## config.mk

```make
export PLATFORM = sky130hd
export DESIGN_NAME = nes_joypad_port
export DESIGN_NICKNAME = d
export VERILOG_FILES = /design/src/rtl/nes_joypad_port.sv
export SDC_FILE = /design/constraint.sdc
export NUM_CORES = 1
export LEC_CHECK = 0
export CAP_MARGIN = 25
export CORE_UTILIZATION = 40
export CTS_CLUSTER_SIZE = 12
export DETAILED_ROUTE_END_ITERATION = 10
export PLACE_DENSITY_LB_ADDON = 0.15
export SETUP_SLACK_MARGIN = 0.15
export SLEW_MARGIN = 20
export SYNTH_ARGS = -nofsm -noshare
export SYNTH_HDL_FRONTEND = slang
export SYNTH_SLANG_ARGS = --single-unit
```

## constraint.sdc

```tcl
create_clock -name clk -period 4.4 [get_ports clk]
set_input_delay 0.88 -clock clk [delete_from_list [all_inputs] [get_ports clk]]
set_output_delay 0.88 -clock clk [all_outputs]
set_load 0.02 [all_outputs]
```

## src/rtl/nes_joypad_port.sv

```systemverilog
// NES controller port: latch/shift serial reader with turbo A/B
// and optional SOCD cleaning of opposing directions.
module nes_joypad_port #(
    parameter int TURBO_DIV  = 715909,
    parameter bit SOCD_CLEAN = 1'b1
) (
    input  logic        clk,
    input  logic        reset,
    input  logic [11:0] btns,
    input  logic        turbo_en,
    input  logic        strobe,
    input  logic        joy_clk,
    output logic        data_out,
    output logic        turbo_phase,
    output logic [3:0]  read_cnt
);

    localparam int TW = $clog2(TURBO_DIV);
    localparam logic [TW-1:0] TLAST = TW'(TURBO_DIV - 1);

    logic [TW-1:0] tcnt;
    logic [7:0]    eff;
    logic [7:0]    sreg;
    logic          jc_q;
    logic          jc_fall;
    logic          turbo_idle;

    assign turbo_idle = ~turbo_en | (btns[9:8] == 2'b00);
    assign jc_fall    = jc_q & ~joy_clk;
    assign data_out   = sreg[0];

    // Effective pad byte: raw buttons, turbo injection, then SOCD cleaning
    always_comb begin
        eff = btns[7:0];
        if (turbo_en) begin
            eff[0] = eff[0] | (btns[8] & turbo_phase);
            eff[1] = eff[1] | (btns[9] & turbo_phase);
        end
        if (SOCD_CLEAN) begin
            if (eff[4] & eff[5]) begin
                eff[4] = 1'b0;
                eff[5] = 1'b0;
            end
            if (eff[6] & eff[7]) begin
                eff[6] = 1'b0;
                eff[7] = 1'b0;
            end
        end
    end

    // Turbo square wave; idles high so a fresh press fires at once
    always_ff @(posedge clk) begin
        if (reset) begin
            tcnt        <= '0;
            turbo_phase <= 1'b1;
        end else if (turbo_idle) begin
            tcnt        <= '0;
            turbo_phase <= 1'b1;
        end else if (tcnt == TLAST) begin
            tcnt        <= '0;
            turbo_phase <= ~turbo_phase;
        end else begin
            tcnt <= tcnt + 1'b1;
        end
    end

    // Register joy_clk for falling-edge detection
    always_ff @(posedge clk) begin
        if (reset) begin
            jc_q <= 1'b0;
        end else begin
            jc_q <= joy_clk;
        end
    end

    // Latch while strobe is high, otherwise shift on joy_clk falls
    always_ff @(posedge clk) begin
        if (reset) begin
            sreg     <= 8'h00;
            read_cnt <= 4'd0;
        end else if (strobe) begin
            sreg     <= eff;
            read_cnt <= 4'd0;
        end else if (jc_fall) begin
            sreg <= {1'b1, sreg[7:1]};
            if (read_cnt != 4'd8) begin
                read_cnt <= read_cnt + 4'd1;
            end
        end
    end

endmodule
```

==> run metrics <==
Port Buf Inserts=20; floorplan die width=64.8 microns; 1st-iter DRT viols=50; Root Buffer Master=clkbuf_8; Final Instance Count excl. Fillers=244; number of standard cells after synthesis=173; Total Wirelength=3150 microns; post-route antenna net violation count=0; DR WL/cell=12.9 microns; number of diodes=0; critical path class=primary input to register; area inside the core boundary=3720 sq um; post-synth design cell area=1580 sq um; Net Switching=131 uW; worst endpoint data arrival time=2650 ps; highest ir drop seen on vdd=0.163 mV; power density normalized to cell area=310 nW/um^2; fraction of power spent switching nets=0.220; Global Route Usage Sum=0.167; commonest non-fill, non-tap cells in the layout=dfxtp_1 (34), nor2_1 (22), clkdlybuf4s50_1 (20); Layout area overhead=21.0%; hold violation total from the final report=0; antenna violations before repair=0; # Post-CTS Setup Buffers=0; buffers plus inverters on the worst setup path=1; synthesized flop and latch total=34; longest individual stage delay on the worst path=800 ps; layout net count=216; Num Clock Sinks=34; portion of the post-synthesis area used by sequential elements=0.431; Synth top area share=0.431; total die area=4200 sq um; number of stages on the worst hold path=1; max-slew violation count=0; Area contributors post-synth=dfxtp_1 (43%), xnor2_1 (6.1%), nor2_1 (5.2%); run status=completed; Design Power=593 uW; part of the power in registers=0.536; Placement Rows=22; Worst Max-Slew Pin Slew=1040 ps; Clock Skews=4.55 ps; standard cell with the maximum stage delay on the critical path=nor2b_1; pre-CTS WS=1610 ps; setup tns final=0 ps; Tcrit/Tclk final=0.558; Worst slew margin=0.308; Min Clock Period, post-route=2450 ps; pin count of the biggest net entering global routing=20; leftover overflow at the end of global routing=0; proportion of register bits with asynchronous set or reset after synthesis=0; number of violations of the max-capacitance limit=0; count of instances resized after the clock tree is built=0; average vias per placed instance=5.39; Largest delay share family, worst path=simple AND/OR/NAND/NOR gates; highest attainable clock frequency=407 MHz; startpoint kind of the worst setup timing path=primary input; clock latency of the later-clocked register in the worst-skew pair=280 ps; relative contribution of the clock network to total power=0.395; via count=1315; clock transition at the registers of the reported paths=70 ps; cell breakdown of the critical path=clkdlybuf4s50_1 -> nor2b_1 -> nand2_1 -> mux2i_1 -> nor3_1; leakage power=0.000629 uW; height of the chip=64.8 microns; Int Pwr=462 uW; number of nets produced by synthesis=194; number of enable flip-flop cells after synthesis=0; via count of the first global-routing pass=1269; commonest non-fill, non-tap cell in the layout=dfxtp_1; number of placed instances, taps included=236; global-route wire length before repair=5400 microns; Distinct cells, synth=38; dominant cell type by area after synthesis=dfxtp_1; DRC Markers=0; routability-driven placement congestion ratio=0.782; Crit path depth=5; initial core utilization=0.425; post-layout util=0.514; CP max FO=12; number of hold-repair buffers added at the cts stage=0; endpoint type of the worst setup path=register; setup repair after global routing missed its margin=no; syn avg cell area=9.13 sq um; smallest setup slack after layout=1950 ps; cts bufs inserted=5; worst min-delay path category=register to register; predominant post-synthesis flop cell=dfxtp_1; final setup violation count=0; critical path required time=4590 ps; number of warning messages in the yosys log=0; path depth of the worst reg2reg path=4; TritonCTS clock tree=yes; total number of H-tree levels=2; ratio of cells with drive above 1 in the final layout=0.0663; sum of net half-perimeters after detailed placement=2240 microns; part of the power in combinational logic=0.069; number of optimization iterations in the first detailed-route pass=4; Top Ports=23; maximum root-to-sink buffer count=2
[worst reg2reg max path, cell delays in order, from the launching register on]
cell and delay [ps]:
dfxtp_1 470, nor4b_1 280, nand3_1 220, o21ai_2 670
nor2_1 120
[cells in the mapped netlist, types with 3 or more instances]
library cell and number:
dfxtp_1 34, or3_1 5, nor2b_1 3, a211oi_1 7, xor2_1 6, xnor2_1 11
mux2i_1 8, nor4b_1 3, nand4_1 5, nand3_1 8, o21ai_0 5, ha_1 4
nor3_1 6, clkbuf_1 3, nand2_1 8, nor4_1 3, nor2_1 22, inv_1 8
a21oi_1 4
[final timing paths]
kind | startpoint | end | slack [ps]
worst min-delay path | tcnt[0] | tcnt[0] | 480
worst min register to register | tcnt[0] | tcnt[0] | 480
worst max-delay path | joy_clk | read_cnt[1] | 1950
worst max register to register | tcnt[2] | tcnt[5] | 2500
[routing by layer]
metal	global-route usage	share of wire	vias up
li1	-	-	657
met1	0.204	0.49	628
met2	0.275	0.46	23
met3	0.0423	0.037	7
met4	0.0750	0.015	0
met5	0	0	-
[per-stage QoR]
stage	hold WS, ps	area (sq um)
finish	482	1910
CTS	483	1910
global placement	450	1820
global route	519	1910
floorplan	440	1580
detailed placement	467	1820
[final cells by class]
type	count	area [sq um]
repair buffers	20	200
flip-flops and latches	34	681
well taps	48	60.1
inverters	9	33.8
clock inverters	1	5.00
fillers	373	1810
multi-input cells	125	845
clock buffers	7	86.3
[flip-flops by register name (all words and copies together) (netlist names)]
signal / count
jc_q: 1
read_cnt: 4
sreg: 8
tcnt: 20
turbo_phase: 1
[power by group through the flow]
| stage | combinational, uW | sequential, uW | clock, uW |
|---|---|---|---|
| 4_1_cts | 41.5 | 318 | 240 |
| 2_1_floorplan | 20.7 | 325 | 0 |
| 6_report | 40.9 | 318 | 234 |
| 3_5_place_dp | 41.1 | 325 | 0 |
| 3_3_place_gp | 40.1 | 325 | 0 |
| 5_1_grt | 45.0 | 319 | 257 |
[kinds of logic after synthesis]
logic type	after synthesis	share of synthesized area
AO/OA/AOI/OAI	23	0.101
XOR/XNOR	17	0.0943
adder cells (fa/ha/maj)	4	0.0317
buffers and inverters	14	0.0341
flip-flops	34	0.431
multiplexers	8	0.0507
AND/OR/NAND/NOR	73	0.258
Note: power is estimated with default switching activity, not from simulation.
